$ cat src/rtl/clk_div_pkg.sv
// clk_div_pkg: shared types and constants for the multi-channel clock divider.
//   cnt_t      : counter/config word at the default width (16 bits)
//   ch_idx_t   : channel index wide enough for the 16-channel maximum
//   chan_cfg_t : {div, high} pair, the unit of one configuration write
//   CFG_DIV_MIN: smallest divisor a channel will run with; smaller writes clamp up
package clk_div_pkg;
  localparam int CW_DEF      = 16;
  localparam int CFG_DIV_MIN = 2;

  typedef logic [CW_DEF-1:0] cnt_t;
  typedef logic [3:0]        ch_idx_t;

  typedef struct packed {
    cnt_t div;
    cnt_t high;
  } chan_cfg_t;
endpackage

$ cat src/rtl/clk_div_chan.sv
// clk_div_chan: one divider channel.
//   Period counter, active config, one-deep shadow config, registered clk_out/tick.
//   Optional SYNC_RESTART_EN macro adds the `sync` input (restart period when enabled).
// Ports:
//   clk, rst        system clock, synchronous active-high reset
//   en              run enable
//   sync            [SYNC_RESTART_EN] force period restart this edge
//   wr              accepted config write for this channel (only while !pend_vld)
//   wr_div, wr_high raw config values; divisor clamped here
//   pend_vld        shadow config waiting for a period boundary
//   clk_out, tick   registered divided clock and period-start pulse
module clk_div_chan
  import clk_div_pkg::*;
#(
  parameter int CW       = 16,
  parameter int DEF_DIV  = 5000,
  parameter int DEF_HIGH = 2500
) (
  input  logic          clk,
  input  logic          rst,
  input  logic          en,
`ifdef SYNC_RESTART_EN
  input  logic          sync,
`endif
  input  logic          wr,
  input  logic [CW-1:0] wr_div,
  input  logic [CW-1:0] wr_high,
  output logic          pend_vld,
  output logic          clk_out,
  output logic          tick
);
  localparam logic [CW-1:0] ONE     = CW'(1);
  localparam logic [CW-1:0] DIV_MIN = CW'(CFG_DIV_MIN);

  logic [CW-1:0] cnt, act_div, act_high, pend_div, pend_high;
  logic [CW-1:0] cnt_nxt, nxt_div, nxt_high;
  logic          restart, wrap, apply;

`ifdef SYNC_RESTART_EN
  assign restart = sync;
`else
  assign restart = 1'b0;
`endif

  // Wrap is judged against the old divisor; a shadow config swapped in on the
  // same edge governs the period that is just starting.
  assign wrap     = en && ((cnt == act_div - ONE) || restart);
  assign apply    = pend_vld && (!en || wrap);
  assign cnt_nxt  = wrap ? '0 : cnt + ONE;
  assign nxt_div  = apply ? pend_div  : act_div;
  assign nxt_high = apply ? pend_high : act_high;

  always_ff @(posedge clk) begin
    if (rst) begin
      cnt       <= CW'(DEF_DIV - 1);
      act_div   <= CW'(DEF_DIV);
      act_high  <= CW'(DEF_HIGH);
      pend_div  <= '0;
      pend_high <= '0;
      pend_vld  <= 1'b0;
      clk_out   <= 1'b0;
      tick      <= 1'b0;
    end else begin
      act_div  <= nxt_div;
      act_high <= nxt_high;
      // wr only arrives while pend_vld is low, so it never races apply.
      if (wr) begin
        pend_div  <= (wr_div < DIV_MIN) ? DIV_MIN : wr_div;
        pend_high <= wr_high;
        pend_vld  <= 1'b1;
      end else if (apply) begin
        pend_vld  <= 1'b0;
      end
      if (en) begin
        cnt     <= cnt_nxt;
        clk_out <= (cnt_nxt < nxt_high);
        tick    <= (cnt_nxt == '0);
      end else begin
        // Park one short of wrap so enabling restarts the period on the next edge.
        cnt     <= nxt_div - ONE;
        clk_out <= 1'b0;
        tick    <= 1'b0;
      end
    end
  end
endmodule

$ cat src/rtl/clk_div_multi.sv
// clk_div_multi: NCH-channel programmable clock divider.
//   Each channel has a runtime divisor/high-time, a registered clk_out and a
//   one-cycle tick at period start. Config writes are shadowed and take effect
//   at that channel's next period boundary (or immediately if disabled).
//   Optional macro SYNC_RESTART_EN adds a `sync` input that restarts the period
//   on all enabled channels.
// Ports:
//   clk, rst            system clock, synchronous active-high reset
//   en[NCH]             per-channel run enable
//   sync                [SYNC_RESTART_EN] global period restart
//   cfg_valid/cfg_ready config write handshake; ready = target has no pending write
//   cfg_ch              target channel; out-of-range index accepted and dropped
//   cfg_div, cfg_high   period and high-time in cycles
//   clk_out[NCH]        divided clocks
//   tick[NCH]           period-start pulses
module clk_div_multi
  import clk_div_pkg::*;
#(
  parameter  int NCH      = 4,
  parameter  int CW       = 16,
  parameter  int DEF_DIV  = 5000,
  parameter  int DEF_HIGH = 2500,
  localparam int CHW      = (NCH > 1) ? $clog2(NCH) : 1
) (
  input  logic           clk,
  input  logic           rst,
  input  logic [NCH-1:0] en,
`ifdef SYNC_RESTART_EN
  input  logic           sync,
`endif
  input  logic           cfg_valid,
  output logic           cfg_ready,
  input  logic [CHW-1:0] cfg_ch,
  input  logic [CW-1:0]  cfg_div,
  input  logic [CW-1:0]  cfg_high,
  output logic [NCH-1:0] clk_out,
  output logic [NCH-1:0] tick
);
  logic [NCH-1:0]      pend_vld;
  logic [2**CHW-1:0]   pend_pad;
  logic                accept;

  // Unused index slots read as "not pending" so stray writes are swallowed.
  always_comb begin
    pend_pad           = '0;
    pend_pad[NCH-1:0]  = pend_vld;
  end

  assign cfg_ready = !pend_pad[cfg_ch];
  assign accept    = cfg_valid && cfg_ready;

  for (genvar g = 0; g < NCH; g++) begin : g_ch
    clk_div_chan #(
      .CW       (CW),
      .DEF_DIV  (DEF_DIV),
      .DEF_HIGH (DEF_HIGH)
    ) u_chan (
      .clk      (clk),
      .rst      (rst),
      .en       (en[g]),
`ifdef SYNC_RESTART_EN
      .sync     (sync),
`endif
      .wr       (accept && (cfg_ch == CHW'(g))),
      .wr_div   (cfg_div),
      .wr_high  (cfg_high),
      .pend_vld (pend_vld[g]),
      .clk_out  (clk_out[g]),
      .tick     (tick[g])
    );
  end
endmodule
$ cat config.mk
export PLATFORM = sky130hd
export DESIGN_NAME = clk_div_multi
export DESIGN_NICKNAME = d
export VERILOG_FILES = /design/src/rtl/clk_div_pkg.sv /design/src/rtl/clk_div_chan.sv /design/src/rtl/clk_div_multi.sv
export SDC_FILE = /design/constraint.sdc
export NUM_CORES = 1
export LEC_CHECK = 0
export CAP_MARGIN = 20
export CORE_AREA = 8 8 222 224
export CTS_CLUSTER_DIAMETER = 50
export DETAILED_ROUTE_END_ITERATION = 6
export DIE_AREA = 0 0 230 232
export GPL_TIMING_DRIVEN = 0
export SLEW_MARGIN = 20
export SYNTH_ARGS = -nofsm -noshare
export SYNTH_HDL_FRONTEND = slang
export SYNTH_SLANG_ARGS = --single-unit
$ cat constraint.sdc
create_clock -name clk -period 8.5 [get_ports clk]
set_clock_uncertainty 0.1 [all_clocks]
set_input_delay 1.275 -clock clk [delete_from_list [all_inputs] [get_ports clk]]
set_output_delay 1.275 -clock clk [all_outputs]
set_load 0.005 [all_outputs]
; ---- Word-level counts from Yosys, hierarchy flattened
; Cells that the tools add are included.
[classes]
add_sub_neg = 12
order_cmp = 6
eq_ne = 7
mux = 27
bitwise_logic = 4
reduce_logical = 35
[op_table]
columns = op, count
row1 = 16-bit 2-to-1 mux, 17
row2 = 16-bit by 1-bit subtractor with 16-bit output (second input constant), 8
row3 = 16-bit by 1-bit adder with 16-bit output (second input constant), 4
row4 = 16-bit == test, 4
row5 = 16-bit logical NOT, 4
row6 = 16-bit < comparator, 4
row7 = 16-bit by 2-bit < comparator with 1-bit output (second input constant), 1
row8 = 1-bit logical AND, 13
row9 = 1-bit 2-to-1 mux, 9
row10 = 2-bit nonzero test, 4
row11 = 2-bit OR reduction, 4
row12 = 1-bit logical NOT, 5
row13 = 2-bit == test (second input constant), 2
row14 = 1-bit logical OR, 4
row15 = 1-bit NOT, 4
row16 = 2-bit by 3-bit < comparator with 1-bit output (second input constant), 1
row17 = 1-bit binary-select mux with 2-bit select, 1
row18 = 2-bit by 1-bit == test with 1-bit output (second input constant), 1
row19 = 2-bit logical NOT, 1
[word_totals]
ff_bits = 332
input_bits = 41
out_inout_bits = 9
wordCells = 123

; ---- Depth between registers and ports, before layout
; Gate-level depths: netlist of the first run.
[depth]
ltp_word = 8
depth_mapped = 24
mapped_depth_nobuf = 21

; ---- By module
; Synthesis of the first run repeated with hierarchy kept, for this count alone.
[unflattened]
hier_cells = 2226
area_unflattened_um2 = 19660.1
[modules_own_cells]
columns = module, n_inst, cells_per_inst, area_each_um2, seq_area_each_um2
row1 = clk_div_chan at g_ch[1].u_chan ..., 2, 535, 4880.9, 1661.6
row2 = clk_div_chan at g_ch[3].u_chan, 1, 584, 4972.3, 1661.6
row3 = clk_div_chan at g_ch[0].u_chan, 1, 565, 4862.2, 1661.6
row4 = clk_div_multi, 1, 7, 63.8, 0.0

; ---- Worst setup path after synthesis of the first run
; Ideal clock, no wire load.
[synth_path]
path_type = reg-to-reg
start = register g_ch[3].u_chan.act_div[0]
end = register g_ch[3].u_chan.cnt[12]
setup_time_ps = 60
t_arrival_ps = 4570
t_required_ps = 8340
path_slack_ps = 3769
path_stages_with_launch = 20
n_path_buf = 4
synth_period_minus_slack_ps = 4731
cell_sequence = dfxtp_1 > clkbuf_1 > inv_1 > ha_1 > nor4b_2 > and2_1 > buf_2 > o31ai_1 > o211ai_1 > or4_1 > o41ai_4 > buf_4 > buf_2 > mux2i_1 > ha_1 > nand2_1 > or4_1 > or3_1 > a311oi_1 > a311o_1
[synth_between]
elab_chain_cells = 8
elab_cells_between_ends = 9
classes_between = 2 x add/sub / 1 x eq/ne / 3 x mux / 3 x reduce/logical
[synth_lines]
columns = element, line
row1 = start: declaration, clk_div_chan.sv:35  ; logic [CW-1:0] cnt, act_div, act_high, pend_div, pend_high;
row2 = start signal: assignment, clk_div_chan.sv:56  ; act_div <= CW'(DEF_DIV);
row3 = start signal: assignment, clk_div_chan.sv:64  ; act_div <= nxt_div;
row4 = 16-bit by 1-bit subtractor with 16-bit output, clk_div_chan.sv:47  ; assign wrap = en && ((cnt == act_div - ONE) || restart);
row5 = 16-bit == test, clk_div_chan.sv:47
row6 = 1-bit logical AND, clk_div_chan.sv:47
row7 = 1-bit logical OR, clk_div_chan.sv:48  ; assign apply = pend_vld && (!en || wrap);
row8 = 1-bit logical AND, clk_div_chan.sv:48
row9 = 16-bit 2-to-1 mux, clk_div_chan.sv:50  ; assign nxt_div = apply ? pend_div : act_div;
row10 = 16-bit by 1-bit subtractor with 16-bit output, clk_div_chan.sv:80  ; cnt <= nxt_div - ONE;
row11 = 16-bit 2-to-1 mux *, clk_div_chan.sv:74  ; if (en) begin
row12 = end signal: assignment, clk_div_chan.sv:55  ; cnt <= CW'(DEF_DIV - 1);
row13 = end signal: assignment, clk_div_chan.sv:75  ; cnt <= cnt_nxt;
row14 = end signal: assignment, clk_div_chan.sv:80
row15 = end: declaration, clk_div_chan.sv:35
; Mark *: on every way between the ends. The rest lies on a longest branch, timed or not.
; A chain may end at the register's enable or synchronous reset.

; ---- Final worst setup path of the first run
; Ends and elaborated chain as after synthesis.

==> results.sh, run 1 <==
export IMPL_synthFlopType="dfxtp_1"
export IMPL_cts_buffers_inserted=47
export IMPL_finalPower_mw=4.30
export IMPL_layout_commonest_cell="nand2_1"
export IMPL_post_cts_resized_instances=0
export IMPL_post_dp_hpwl_um=48600
export IMPL_path_clk_slew_ns=0.06
export IMPL_cts_root_to_sink_buffers=3
export IMPL_h_tree_depth=2
export IMPL_critical_path_cell_chain="clkbuf_1, inv_1, ha_1, nor4b_2, and2_1, buf_2, mux2_2, o211ai_1, or4_1, o41ai_4, buf_4, buf_2, mux2i_1, ha_1, nand2_1, or4_1, or3_1, a311oi_1, a311o_1"
export IMPL_total_leakage_power_nw=8.53
export IMPL_pwr_density_cell_nw_per_um2=194
export IMPL_remaining_drc_errors=0
export IMPL_hold_viol=0
export IMPL_cts_root_buf="clkbuf_16"
export IMPL_critical_path_max_stage_delay_ns=0.54
export IMPL_post_synth_num_cell_types=86
export IMPL_post_drt_wl_per_cell_um=20.3
export IMPL_maximum_fanout_along_the_worst_path=10
export IMPL_antenna_left=0
export IMPL_synthesis_area_um2=19300
export IMPL_cpMaxStageDelayCell="or4_1"
export IMPL_routed_wirelength_um=63900
export IMPL_yosysSeqAreaShare=0.344
export IMPL_clock_tree_from_tritoncts="yes"
export IMPL_ports=50
export IMPL_worst_case_vdd_ir_drop_v=0.000141
export IMPL_total_negative_setup_slack_ns=0
export IMPL_share_of_layout_cells_above_drive_strength_1=0.0644
export IMPL_rows=79
export IMPL_yosys_warnings=0
export IMPL_grt_overflow=0
export IMPL_design_die_area_um2=53400
export IMPL_violation_count_after_the_first_detailed_routing_iteration=1307
export IMPL_final_cell_mix="366 x nand2_1, 332 x dfxtp_1, 259 x nor2_1"
export IMPL_global_route_wire_length_before_repair_um=99300
export IMPL_drt_pass1_iterations=5
export IMPL_synth_enable_flop_cells=0
export IMPL_transition_time_at_the_pin_with_the_least_slew_margin_ns=1.10
export IMPL_drv_max_cap_violation_count=0
export IMPL_finalCritPeriodShare=0.691
export IMPL_antenna_cells=0
export IMPL_gp_congestion=0.911
export IMPL_worst_setup_path_type="flop to flop"
export IMPL_synth_nets=2532
export IMPL_num_vias=17912
export IMPL_end_kind="flop"
export IMPL_min_path_type="flop to flop"
export IMPL_areaGrowthSynthToFinish_pct=14.5
export IMPL_fin_nets=2625
export IMPL_detail_route_vias_per_cell=5.68
export IMPL_avgSynthCellArea_um2=7.99
export IMPL_core_region_area_um2=45900
export IMPL_post_route_util=0.482
export IMPL_post_cts_setup_buffer_count=0
export IMPL_port_buffers=44
export IMPL_post_place_cells=3070
export IMPL_worst_ep_arrival_time_ns=6.28
export IMPL_cts_hold_buf=0
export IMPL_grt_max_degree=13
export IMPL_grt_setup_unrepaired="no"
export IMPL_overall_fraction_of_global_route_tracks_in_use=0.235
export IMPL_ffs_latches_synth=332
export IMPL_max_clock_freq_mhz=170
export IMPL_finalSetupViolations=0
export IMPL_grt_pass1_vias=17407
export IMPL_final_min_clock_period_ns=5.87
export IMPL_chipWidth_um=230
export IMPL_final_cells=3155
export IMPL_die_height_um=232
export IMPL_tritoncts_num_sinks=332
export IMPL_regToRegSetupSlack_ns=2.63
export IMPL_initial_antenna_violation_count=1
export IMPL_clk_insertion_delay_late_ns=0.58
export IMPL_run_status="finished clean"
export IMPL_timing_final_max_slew_violations=0
export IMPL_syn_inst=2419
export IMPL_synth_async_reset_ratio=0
export IMPL_crit_path_start_kind="flop"
export IMPL_initial_core_utilization=0.421
export IMPL_required_ns=8.91
export IMPL_timing_slew_headroom=0.266
cell type report:
type / instances / area (um^2)
flip-flops and latches: 332 / 6650
well taps: 607 / 759
plain buffers: 178 / 802
fillers: 4548 / 23700
inverters: 34 / 128
clock inverters: 23 / 259
repair buffers: 44 / 440
multi-input cells: 1875 / 11800
clock buffers: 62 / 1340
metal layers:
layer  up-vias  GRT usage  wire length [um]
met4         2      0.108              2770
li1       8554          -                 -
met5         -          0                12
met1      8577      0.311             28500
met2       627      0.376             28600
met3       152     0.0313              4060
per-stage QoR:
stage	cell area [um^2]	hold slack, ns	setup slack [ns]
6_report	22100	0.355	2.63
5_1_grt	22100	0.375	2.32
4_1_cts	22100	0.355	2.75
3_5_place_dp	20500	0.347	2.80
3_3_place_gp	20500	0.342	2.82
2_1_floorplan	19300	0.336	3.77
cells in the mapped netlist, types with 6 or more instances:
| cell | number | area share |
|---|---|---|
| nor3_1 | 58 | 0.015 |
| or3_1 | 21 | 0.0068 |
| buf_4 | 15 | 0.0058 |
| dfxtp_1 | 332 | 0.34 |
| nand3b_1 | 12 | 0.0047 |
| nand3_1 | 69 | 0.018 |
| o21ai_0 | 60 | 0.016 |
| nor3b_1 | 7 | 0.0027 |
| o211ai_1 | 9 | 0.0035 |
| nand2b_1 | 44 | 0.014 |
| mux2i_1 | 115 | 0.060 |
| o31ai_1 | 10 | 0.0039 |
| a211oi_1 | 25 | 0.0097 |
| mux2_2 | 8 | 0.0047 |
| nand2_1 | 366 | 0.071 |
| and4_1 | 7 | 0.0032 |
| nor4_1 | 29 | 0.0094 |
| o32ai_1 | 9 | 0.0041 |
| clkbuf_1 | 132 | 0.026 |
| or4_1 | 9 | 0.0035 |
| ha_1 | 72 | 0.047 |
| inv_1 | 33 | 0.0064 |
| a311o_1 | 7 | 0.0036 |
| xor2_1 | 99 | 0.045 |
| a21oi_1 | 203 | 0.053 |
| nor2_1 | 259 | 0.050 |
| and2_1 | 14 | 0.0045 |
| and3_1 | 25 | 0.0081 |
| nor2b_1 | 40 | 0.013 |
| nor4b_1 | 7 | 0.0032 |
| nor4_4 | 6 | 0.0066 |
| buf_6 | 7 | 0.0041 |
| buf_2 | 19 | 0.0049 |
| xnor2_1 | 124 | 0.056 |
| a31oi_1 | 24 | 0.0078 |
| nand4_1 | 32 | 0.010 |
| a211o_1 | 20 | 0.0091 |
| a21o_1 | 9 | 0.0035 |
critical path, delay by kind of cell, from the launching register on:
kind,cells,cell delay (ns)
and+or+nand+nor,6,2.13
buffers and inverters,5,1.14
AOI/OAI and AO/OA,4,1.08
adders and majority gates,2,0.59
muxes,2,0.44
DFF,1,0.30
report_power, final:
part / leakage, nW / switching [mW] / internal, mW / total [mW]
Clock: 0.769 / 0.788 / 1.21 / 2.00
Sequential: 2.70 / 0.0497 / 1.61 / 1.66
Combinational: 5.06 / 0.397 / 0.243 / 0.640
kinds of logic (layout without fill, tap and decap cells):
family / Yosys count / after routing / synth area share
and+or+nand+nor: 1030 / 1030 / 0.256
DFF: 332 / 332 / 0.344
muxes: 123 / 123 / 0.0642
adders and majority gates: 72 / 72 / 0.0466
buffers and inverters: 212 / 341 / 0.0481
xor gates and xnor gates: 225 / 225 / 0.103
AOI/OAI and AO/OA: 425 / 425 / 0.137
path summary, 6_finish.rpt:
path | from | end | cells past startpoint
worst min register to register | g_ch[1].u_chan.pend_high[7]$_SDFFE_PP0P_ | g_ch[1].u_chan.pend_high[7]$_SDFFE_PP0P_ | 2
worst max register to register | g_ch[3].u_chan.act_div[0]$_SDFF_PP0_ | g_ch[3].u_chan.cnt[12]$_SDFF_PP1_ | 19
worst max-delay path | g_ch[3].u_chan.act_div[0]$_SDFF_PP0_ | g_ch[3].u_chan.cnt[12]$_SDFF_PP1_ | 19
worst min-delay path | g_ch[1].u_chan.pend_high[7]$_SDFFE_PP0P_ | g_ch[1].u_chan.pend_high[7]$_SDFFE_PP0P_ | 2
state kept, by name, indices dropped and copies added (netlist names):
| register | flops |
|---|---|
| g_ch.u_chan.act_div | 64 |
| g_ch.u_chan.act_high | 64 |
| g_ch.u_chan.clk_out | 4 |
| g_ch.u_chan.cnt | 64 |
| g_ch.u_chan.pend_div | 64 |
| g_ch.u_chan.pend_high | 64 |
| g_ch.u_chan.pend_vld | 4 |
| g_ch.u_chan.tick | 4 |
Note: power is estimated with default switching activity, not from simulation.
==> run 2, diff against run 1 <==
==> constraint.sdc (replaced) <==
create_clock -name clk -period 5.5 [get_ports clk]
set_clock_uncertainty 0.1 [all_clocks]
set_input_delay 0.825 -clock clk [delete_from_list [all_inputs] [get_ports clk]]
set_output_delay 0.825 -clock clk [all_outputs]
set_load 0.005 [all_outputs]
==> results.sh, run 2 (synthesis results as in run 1) <==
export IMPL_drt_pass1_iterations=5
export IMPL_grt_max_degree=13
export IMPL_num_vias=17958
export IMPL_cts_hold_buf=0
export IMPL_areaGrowthSynthToFinish_pct=15.4
export IMPL_cts_buffers_inserted=47
export IMPL_timing_final_max_slew_violations=0
export IMPL_maximum_fanout_along_the_worst_path=10
export IMPL_share_clk_of_total_power=0.465
export IMPL_initial_antenna_violation_count=1
export IMPL_worst_ep_arrival_time_ns=5.74
export IMPL_initial_core_utilization=0.421
export IMPL_overall_fraction_of_global_route_tracks_in_use=0.235
export IMPL_run_status="finished clean"
export IMPL_post_drt_wl_per_cell_um=20.4
export IMPL_crit_path_start_kind="flop"
export IMPL_hold_viol=0
export IMPL_chipWidth_um=230
export IMPL_pwr_share_comb=0.151
export IMPL_finalSetupViolations=0
export IMPL_timing_slew_headroom=0.281
export IMPL_clk_insertion_delay_late_ns=0.58
export IMPL_p_switching_mw=1.92
export IMPL_grt_overflow=0
export IMPL_min_path_type="flop to flop"
export IMPL_ports=50
export IMPL_port_buffers=44
export IMPL_drv_max_cap_violation_count=0
export IMPL_antenna_left=0
export IMPL_switching_share=0.289
export IMPL_grt_pass1_vias=17417
export IMPL_global_route_wire_length_before_repair_um=99300
export IMPL_transition_time_at_the_pin_with_the_least_slew_margin_ns=1.08
export IMPL_pwr_density_cell_nw_per_um2=299
export IMPL_rows=79
export IMPL_share_of_layout_cells_above_drive_strength_1=0.0740
export IMPL_clock_tree_from_tritoncts="yes"
export IMPL_post_dp_hpwl_um=48600
export IMPL_finalCritPeriodShare=0.970
export IMPL_layout_commonest_cell="nand2_1"
export IMPL_violation_count_after_the_first_detailed_routing_iteration=1334
export IMPL_final_min_clock_period_ns=5.34
export IMPL_final_cell_mix="366 x nand2_1, 330 x dfxtp_1, 259 x nor2_1"
export IMPL_tritoncts_num_sinks=332
export IMPL_worst_slack_ns=0.165
export IMPL_antenna_cells=0
export IMPL_setup_slack_after_placement_ns=-0.201
export IMPL_gp_congestion=0.911
export IMPL_core_region_area_um2=45900
export IMPL_cts_root_to_sink_buffers=3
export IMPL_fin_nets=2630
export IMPL_worst_case_vdd_ir_drop_v=0.000219
export IMPL_h_tree_depth=2
export IMPL_required_ns=5.91
export IMPL_finalPower_mw=6.66
export IMPL_detail_route_vias_per_cell=5.68
export IMPL_p_int_mw=4.74
export IMPL_routed_wirelength_um=64300
export IMPL_die_height_um=232
export IMPL_worst_setup_path_type="flop to flop"
export IMPL_path_clk_slew_ns=0.06
export IMPL_max_clock_freq_mhz=187
export IMPL_sequentialPowerShare=0.384
export IMPL_end_kind="flop"
export IMPL_remaining_drc_errors=0
export IMPL_total_leakage_power_nw=8.57
export IMPL_design_die_area_um2=53400
export IMPL_cts_root_buf="clkbuf_16"
[run 2: worst max-delay path, stage by stage, from the launching register on]
cell and delay [ns]:
dfxtp_2 0.38, inv_1 0.07, ha_1 0.26, nor4b_4 0.32, and2_1 0.17, buf_2 0.16
mux2_2 0.16, o211ai_1 0.09, or4_1 0.54, o41ai_4 0.40, buf_6 0.24, buf_4 0.24
mux2i_1 0.26, ha_1 0.33, nand2_1 0.15, or4_1 0.44, or3_1 0.33, a311oi_1 0.42
a311o_1 0.18
[run 2: cell type report]
class                      instances  area [um^2]
multi-input combinational       1875        11900
clock buffer                      62         1340
buffer                           175          803
fill                            4523        23600
clock inverter                    23          259
inverter                          34          128
timing repair buffer              52          500
sequential                       332         6650
tap                              607          759
[run 2: repair_timing]
| action | 4_1_cts | 5_1_grt |
|---|---|---|
| resized for setup | 4 | 25 |
| cloned | 0 | 0 |
| pin swaps | 0 | 3 |
| setup buffers | 0 | 8 |
| endpoints found under the setup margin | 5 | 14 |
[run 2: power by group through the flow]
stage | clock network, mW | logic (mW) | registers, mW
after floorplan | 0 | 0.678 | 2.58
after detailed placement | 0 | 0.969 | 2.61
final | 3.10 | 1.00 | 2.56
after CTS | 3.15 | 0.979 | 2.56
after global routing | 3.24 | 1.10 | 2.57
after global placement | 0 | 0.952 | 2.61
[run 2: path summary, 6_finish.rpt]
kind / to / cells past startpoint / start / slack [ns]
min reg2reg: g_ch[1].u_chan.pend_high[7]$_SDFFE_PP0P_ / 2 / g_ch[1].u_chan.pend_high[7]$_SDFFE_PP0P_ / 0.35
max: g_ch[3].u_chan.cnt[12]$_SDFF_PP1_ / 18 / g_ch[3].u_chan.act_div[0]$_SDFF_PP0_ / 0.16
max reg2reg: g_ch[3].u_chan.cnt[12]$_SDFF_PP1_ / 18 / g_ch[3].u_chan.act_div[0]$_SDFF_PP0_ / 0.16
min: g_ch[1].u_chan.pend_high[7]$_SDFFE_PP0P_ / 2 / g_ch[1].u_chan.pend_high[7]$_SDFFE_PP0P_ / 0.35
[run 2: routing by layer]
metal	vias up	part of all wire	track usage
li1	8558	-	-
met1	8592	0.44	0.311
met2	644	0.45	0.376
met3	162	0.062	0.0314
met4	2	0.044	0.108
met5	-	0.00019	0
[run 2: through the flow]
stage	cell area [um^2]	hold WS (ns)	instances	setup TNS, ns	utilization
2_1_floorplan	19300	0.336	2419	0	-
3_3_place_gp	20500	0.342	3070	-0.237	0.448
3_5_place_dp	20500	0.347	3070	-0.486	0.448
4_1_cts	22100	0.355	3153	0	0.483
5_1_grt	22300	0.375	3160	-0.0154	0.486
6_report	22300	0.355	3160	0	0.486
